<file path="src/rtl/dh_pkg.sv">
// Shared definitions for the status-word UART transmitter.
package dh_pkg;

  // Status words produced by the key-exchange controller
  localparam logic [47:0] STAT_ACCEPT = 48'h414343455054;  // "ACCEPT"
  localparam logic [47:0] STAT_IDLE   = 48'h0;

  // Characters per status word
  localparam int MSG_BYTES = 6;

  // Per-byte serialiser state
  typedef enum logic [1:0] {
    TX_IDLE  = 2'd0,
    TX_START = 2'd1,
    TX_DATA  = 2'd2,
    TX_STOP  = 2'd3
  } tx_state_e;

endpackage

</file>
<file path="src/rtl/uart_byte_tx.sv">
// Sends one 8N1 frame. data_i is read live at each data-bit boundary, so the
// caller must hold it stable for the whole frame. A new start accepted during
// the final stop-bit cycle chains the next frame with no gap.
module uart_byte_tx
  import dh_pkg::*;
#(
  parameter int CLKS_PER_BIT = 16
) (
  input  logic       clk,
  input  logic       rst,
  input  logic       start_i,
  input  logic [7:0] data_i,
  output logic       ready_o,
  output logic       last_o,
  output logic       tx_o
);

  localparam int CNT_W = (CLKS_PER_BIT > 1) ? $clog2(CLKS_PER_BIT) : 1;
  localparam logic [CNT_W-1:0] CNT_MAX = CNT_W'(CLKS_PER_BIT - 1);

  tx_state_e        state_q, state_d;
  logic [CNT_W-1:0] cnt_q, cnt_d;
  logic [2:0]       bit_q, bit_d;
  logic             tx_q, tx_d;

  logic       bit_tick;
  logic [2:0] bit_nx;

  assign bit_tick = (cnt_q == CNT_MAX);
  assign bit_nx   = bit_q + 3'd1;
  assign last_o   = (state_q == TX_STOP) && bit_tick;
  assign ready_o  = (state_q == TX_IDLE) || last_o;
  assign tx_o     = tx_q;

  // State, counters and the registered line output
  always_ff @(posedge clk or posedge rst) begin
    if (rst) begin
      state_q <= TX_IDLE;
      cnt_q   <= '0;
      bit_q   <= '0;
      tx_q    <= 1'b1;
    end else begin
      state_q <= state_d;
      cnt_q   <= cnt_d;
      bit_q   <= bit_d;
      tx_q    <= tx_d;
    end
  end

  // Next-state logic; tx_d is the level the line takes from the next edge
  always_comb begin
    state_d = state_q;
    cnt_d   = cnt_q;
    bit_d   = bit_q;
    tx_d    = tx_q;
    case (state_q)
      TX_IDLE: begin
        cnt_d = '0;
        tx_d  = 1'b1;
        if (start_i) begin
          state_d = TX_START;
          tx_d    = 1'b0;
        end
      end
      TX_START: begin
        if (bit_tick) begin
          cnt_d   = '0;
          bit_d   = 3'd0;
          state_d = TX_DATA;
          tx_d    = data_i[0];
        end else begin
          cnt_d = cnt_q + CNT_W'(1);
        end
      end
      TX_DATA: begin
        if (bit_tick) begin
          cnt_d = '0;
          if (bit_q == 3'd7) begin
            state_d = TX_STOP;
            tx_d    = 1'b1;
          end else begin
            bit_d = bit_nx;
            tx_d  = data_i[bit_nx];
          end
        end else begin
          cnt_d = cnt_q + CNT_W'(1);
        end
      end
      TX_STOP: begin
        if (bit_tick) begin
          cnt_d = '0;
          if (start_i) begin
            state_d = TX_START;
            tx_d    = 1'b0;
          end else begin
            state_d = TX_IDLE;
            tx_d    = 1'b1;
          end
        end else begin
          cnt_d = cnt_q + CNT_W'(1);
        end
      end
      default: begin
        state_d = TX_IDLE;
        tx_d    = 1'b1;
      end
    endcase
  end

endmodule

</file>
<file path="src/rtl/dh_status_uart_tx.sv">
// Captures a 48-bit status word and streams its six characters, MSB byte
// first, over an 8N1 UART line. Flags requests that arrive while busy.
module dh_status_uart_tx
  import dh_pkg::*;
#(
  parameter int CLKS_PER_BIT = 16
) (
  input  logic        clk,
  input  logic        rst,
  input  logic [47:0] msg_in,
  input  logic        msg_valid,
  output logic        tx,
  output logic        busy,
  output logic        done,
  output logic        overrun
);

  logic [47:0] shreg_q, shreg_d;
  logic [2:0]  bytes_q, bytes_d;
  logic        busy_q, busy_d;
  logic        done_q, done_d;
  logic        overrun_q, overrun_d;

  logic capture;
  logic byte_last;
  logic byte_ready;
  logic byte_start;

  assign capture    = msg_valid && !busy_q;
  assign byte_start = (capture || (byte_last && (bytes_q != 3'd0))) && byte_ready;

  uart_byte_tx #(
    .CLKS_PER_BIT(CLKS_PER_BIT)
  ) u_byte (
    .clk    (clk),
    .rst    (rst),
    .start_i(byte_start),
    .data_i (shreg_q[47:40]),
    .ready_o(byte_ready),
    .last_o (byte_last),
    .tx_o   (tx)
  );

  // Message-level registers
  always_ff @(posedge clk or posedge rst) begin
    if (rst) begin
      shreg_q   <= '0;
      bytes_q   <= '0;
      busy_q    <= 1'b0;
      done_q    <= 1'b0;
      overrun_q <= 1'b0;
    end else begin
      shreg_q   <= shreg_d;
      bytes_q   <= bytes_d;
      busy_q    <= busy_d;
      done_q    <= done_d;
      overrun_q <= overrun_d;
    end
  end

  // Capture, per-byte shifting, completion and the sticky overrun flag
  always_comb begin
    shreg_d   = shreg_q;
    bytes_d   = bytes_q;
    busy_d    = busy_q;
    done_d    = 1'b0;
    overrun_d = overrun_q || (msg_valid && busy_q);
    if (capture) begin
      shreg_d = msg_in;
      bytes_d = 3'(MSG_BYTES - 1);
      busy_d  = 1'b1;
    end else if (byte_last) begin
      if (bytes_q != 3'd0) begin
        shreg_d = {shreg_q[39:0], 8'h00};
        bytes_d = bytes_q - 3'd1;
      end else begin
        busy_d = 1'b0;
        done_d = 1'b1;
      end
    end
  end

  assign busy    = busy_q;
  assign done    = done_q;
  assign overrun = overrun_q;

endmodule

</file>
<file path="config.mk">
export PLATFORM = sky130hd
export DESIGN_NAME = dh_status_uart_tx
export DESIGN_NICKNAME = d
export VERILOG_FILES = /design/src/rtl/dh_pkg.sv /design/src/rtl/uart_byte_tx.sv /design/src/rtl/dh_status_uart_tx.sv
export SDC_FILE = /design/constraint.sdc
export NUM_CORES = 1
export LEC_CHECK = 0
export BUFFER_PORTS_ARGS = -buffer_cell sky130_fd_sc_hd__buf_2
export CAP_MARGIN = 10
export CELL_PAD_IN_SITES_DETAIL_PLACEMENT = 1
export CELL_PAD_IN_SITES_GLOBAL_PLACEMENT = 1
export CORE_MARGIN = 3
export CORE_UTILIZATION = 43
export DETAILED_ROUTE_END_ITERATION = 8
export PLACE_DENSITY = 0.9
export SLEW_MARGIN = 30
export SYNTH_ARGS = -nofsm -noshare
export SYNTH_HDL_FRONTEND = slang
export SYNTH_HIERARCHICAL = 1
export SYNTH_SLANG_ARGS = --single-unit
</file>
<file path="constraint.sdc">
create_clock -name clk -period 3.2 [get_ports clk]
set_input_delay 0.32 -clock clk [delete_from_list [all_inputs] [get_ports clk]]
set_output_delay 0.32 -clock clk [all_outputs]
set_load 0.01 [all_outputs]
</file>
After elaboration in Yosys (flattened, before gate mapping) --
Cells that the tools add are included. W data, S select, Z words.
Word-level totals: bits of input ports 51, bits in read-only memories 0, flip-flop bits (word level) 64, memory bits (writable) 0, bits in latches 0, memories kept 0
Operators by class: shift operators 0, magnitude comparators 1, reduce and logical (&&, ||, !) cells 20, add/subtract/negate cells 3, bitwise gates (word level) 0, muxes and demuxes 33, multiply operators 0, equal/unequal tests 12, div/mod/pow operators 0
Operators by type and width (count):
- $mux W48 | 3
- $mux W3 | 6
- $mux W1 | 13
- $mux W2 | 5
- $ne A2 B1 Y1 const B | 4
- $pmux W2 S4 | 1
- $pmux W4 S2 | 1
- $ne A2 B2 Y1 const B | 3
- $pmux W3 S2 | 1
- $reduce_bool A2 Y1 | 3
- $logic_and A1 B1 Y1 | 5
- $reduce_and A5 Y1 | 1
- $add A4 B1 Y4 const B | 1
- $eq A2 B2 Y1 const B | 2
- $eq A4 B4 Y1 const B | 1
- $lt A3 B4 Y1 const B | 1
- $mux W4 | 1
- $pmux W1 S4 | 1
- $reduce_and A2 Y1 | 2
- $reduce_and A4 Y1 | 1
- $add A3 B1 Y3 const B | 1
- $bmux W1 S3 | 1
- $eq A3 B3 Y1 const B | 1
- $logic_or A1 B1 Y1 | 3
- 7 further kinds | 7

Longest topological paths before layout --
word-level depth 8, gate-level depth with buffers 11, mapped depth without buffers 10

By module --
The synthesis kept the hierarchy.
By module, submodules not included:
- dh_status_uart_tx | area each 2635.0 µm², times used 1, cells an instance 292
- uart_byte_tx | area each 659.4 µm², times used 1, cells an instance 64

Worst setup path before layout --
OpenSTA, ideal clock, no wires.
path type register -> register, from register u_byte.cnt_q[0], to register u_byte.state_q[0], data arrival time 2.228 ns, buffers on the path 1, library setup time 0.087 ns, period minus slack after synthesis 2.315 ns, required time 3.113 ns, setup slack 0.885 ns, stages on the path, launching flop included 12, cell sequence dfrtp_1 > ha_1 > and3_1 > and2_1 > buf_2 > inv_2 > nor2_4 > o21a_1 > inv_1 > a222oi_1 > o21ai_1 > a22oi_1
Between the ends: word-level cells in the longest chain between the ends 8, elaborated cells on any way between the ends 14
RTL lines:
- from (decl) | line uart_byte_tx.sv:22 | logic [CNT_W-1:0] cnt_q, cnt_d;
- from (signal assigned) | line uart_byte_tx.sv:44 | cnt_q <= cnt_d;
- $eq A4 B4 Y1 * | line uart_byte_tx.sv:29 | assign bit_tick = (cnt_q == CNT_MAX);
- $logic_and A1 B1 Y1 * | line uart_byte_tx.sv:31 | assign last_o = (state_q == TX_STOP) && bit_tick;
- named net byte_last | line dh_status_uart_tx.sv:25 | logic byte_last;
- $logic_and A1 B1 Y1 | line dh_status_uart_tx.sv:30 | assign byte_start = (capture || (byte_last && (bytes_q != 3'd0))) && byte_ready;
- $logic_or A1 B1 Y1 | line dh_status_uart_tx.sv:30
- $logic_and A1 B1 Y1 * | line dh_status_uart_tx.sv:30
- named net byte_start | line dh_status_uart_tx.sv:27 | logic byte_start;
- $mux W1 | line uart_byte_tx.sv:92 | if (start_i) begin
- $mux W2 | line uart_byte_tx.sv:90 | if (bit_tick) begin
- $pmux W2 S4 | line uart_byte_tx.sv:56 | case (state_q)
- to (signal assigned) | line uart_byte_tx.sv:43 | state_q <= state_d;
- to (decl) | line uart_byte_tx.sv:21 | tx_state_e state_q, state_d;
The timed path passes the listed nets; every way through them passes the cells marked *. The select of a mux whose other input is x is not followed. A chain may end at the register's enable or synchronous reset.

Worst setup path in the final report --
Ends and elaborated chain as after synthesis.

==> impl_results.md <==
- Outcome: completed
- Worst hold slack: 0.189 ns
- FILL cells: 881
- Simple-gate area share of the yosys netlist: 0.110
- MaxCap Viol Count: 0
- CTS resizes: 0
- Synth Instances: 356
- Largest family of logic cells by synthesized area: compound AO/OA/AOI/OAI gates
- Leakage: 1.63 nW
- Post-CTS Hold Fix Bufs: 1
- Placer Congestion: 0.781
- Post-synth EDFFs: 0
- Die height: 93.5 um
- CP Depth: 10
- Wirelength per Cell: 17.9 um
- Worst path top cell family by delay: compound AO/OA/AOI/OAI gates
- Placed Instances: 484
- Synth top area share: 0.479
- Synth Area in Adders: 0.0380
- Sink Count: 64
- Clk buf depth: 2
- Critical path fanouts, max: 10
- Max Freq: 0.365 GHz
- Worst Setup Slack post-DPL: 0.581 ns
- Crit path launch: u_byte/cnt_q[0]
- Yosys cell types: 41
- CP Data Arrival Time: 2.98 ns
- 1st-pass router iterations: 4
- Number of routed nets with antenna violations: 0
- Kind of start point of the critical path: flop
- Post-DP HPWL: 5790 um
- Power Density: 684 nW/um2
- Num CTS Buffers: 9
- DIE WIDTH: 93.5 um
- Kind of critical path: flop to flop
- Synth Flop Type: dfrtp_1
- Measured slew at the worst slew-check pin: 0.607 ns
- RR Endpoint: u_byte/state_q[0]
- Clock Skew: 0.0107 ns
- Synthesized cell area: 3290 um2
- Crit path to: u_byte/state_q[0]
- P&R area growth vs syn: 13.6%
- FF+latch count, synth: 64
- Mux cell area share after synthesis: 0.0163
- # DRC: 0
- Layout Nets: 458
- Via density per instance: 5.72
- Core footprint: 7330 um2
- Worst Reg-to-Reg Cells: 10
- Element type at the critical path end: flop
- Worst slew margin: 0.595
- Clk Latency, worst-skew pair: 0.34 ns
- Setup bufs post-CTS: 0
- Seq/Total Area, Yosys: 0.487
- Wirelength, routed: 8940 um
- Part of the cycle the worst path needs: 0.855
- Compound-Gate Fraction of Synth Area: 0.268
- Worst Path Buf+Inv: 2
- Std cell rows: 31
- Vias in the first global route: 3068
- DP Area: 3510 um2
- Asr flop ratio synth: 1.00
- Largest area contributor in the netlist: dfrtp_1
- CTS tree: done
- Vias: 2862
- Hold WC Path Type: input port to flop
- First-pass GRT wire length: 14800 um
- CP max stage cell: a222oi_1
- Die area: 8750 um2
- Io pins: 55
- Ratio of cells with drive above 1 in the final layout: 0.217
- Initial DRC Count: 171
- RSZ-0062 raised after global routing: no
- H-tree Lvls: 3
- Final setup viols: 0
- Starting Density: 0.449
- Initial antenna violation count: 0
- FF-to-FF setup slack: 0.46 ns
- YS warnings: 6
- Final min period: 2.74 ns
- GRT overflow: 0
- Worst r2r src: u_byte/cnt_q[0]
- CTS root buffer: clkbuf_8
- Layout Cells excl Fill: 500
- Final hold violations: 0
- Post-Syn Nets: 417
- Main area contributors after synthesis: dfrtp_1, a31oi_1, o21ai_0, a21oi_1, nor2_1
- WP data required: 3.44 ns
- Post-route cell area: 3740 um2
- Total GRT Usage: 0.216
- Fin Setup TNS: 0 ns
- Worst-path clk slew: 0.07 ns
- Mapped Avg Cell Area: 9.25 um2
- Largest net degree at the start of global routing: 52
- IO Port Bufs: 54
- Final antenna diode count: 0
- Max incr delay on CP: 0.50 ns
- Commonest cells in the netlist: dfrtp_1, nor2_1, a31oi_1, o21ai_0, a21oi_1
- Largest vdd supply drop: 257 uV
- Count leader, synth: dfrtp_1
- Synth Area in XOR/XNOR: 0.00266
- Slew Limit Fails: 0
- Final worst setup slack: 0.462 ns
- Worst path cell trace: ha_1, and3_1, and2_1, inv_2, nor2_4, o21a_1, inv_1, a222oi_1, o21ai_1, a22oi_1
==> how the worst min path moves through the flow <==
stage / start / end / slack (ns) / depth (start not counted)
floorplan: rst / u_byte/bit_q[0] / 0.16 / 1
global placement: rst / u_byte/state_q[1] / 0.33 / 2
detailed placement: rst / u_byte/state_q[0] / 0.33 / 2
CTS: msg_in[2] / shreg_q[2] / 0.18 / 3
global route: msg_in[3] / shreg_q[3] / 0.19 / 3
finish: msg_in[2] / shreg_q[2] / 0.19 / 3
==> worst register-to-register path: cells and delay by family (launching register included) <==
kind / cells / cell delay (ns)
flops: 1 / 0.42
compound gates: 4 / 1.08
buf+inv: 2 / 0.14
simple gates: 3 / 0.73
fa+ha+maj: 1 / 0.27
==> sequential cells by signal, summed over array words and instances (netlist names), 2 cells and up <==
signal and count:
u_byte/bit_q 3, u_byte/cnt_q 4, u_byte/state_q 2, bytes_q 3, shreg_q 48
==> layout make-up <==
type | instances | area (um2) | share of cell area
sequential | 64 | 1600 | 0.428
clock buffer | 12 | 155 | 0.0414
timing repair buffer | 60 | 318 | 0.0849
tap | 99 | 124 | 0.0331
clock inverter | 3 | 65.1 | 0.0174
multi-input combinational | 253 | 1450 | 0.386
inverter | 9 | 33.8 | 0.00902
==> power by group <==
group	switching, mW	total [mW]	internal, mW
registers	0.141	1.17	1.03
clock network	0.302	0.778	0.476
logic	0.343	0.607	0.264
==> cell families after synthesis <==
| group | after synthesis |
|---|---|
| compound gates | 155 |
| xor+xnor | 1 |
| fa+ha+maj | 10 |
| buf+inv | 39 |
| flops | 64 |
| mux | 4 |
| simple gates | 83 |
==> layer usage <==
metal  global-route usage  wire, um  vias to the layer above
met1                0.269      3670                     1412
li1                     -         -                     1355
met3               0.0459       392                       16
met4               0.0734       182                        0
met2                0.372      4690                       79
met5                    0         0                        -
==> through the flow <==
stage / total power, mW / util
final: 2.56 / 0.511
after global routing: 2.72 / 0.511
after CTS: 2.58 / 0.510
after detailed placement: 1.77 / 0.479
after global placement: 1.69 / 0.479
after floorplan: 1.57 / -
==> cell usage in the layout, fill, tap and decap left out, types with 3 or more instances in the layout <==
cell type and count:
nor2_1 44, a22o_2 3, a31oi_1 43, o21ai_0 43, a21o_1 3, buf_4 5
a21oi_1 42, inv_1 7, dfrtp_1 63, nand2_1 22, o21ai_1 11, ha_1 10
buf_2 54, clkbuf_8 11
(Power assumes the default switching activity.)
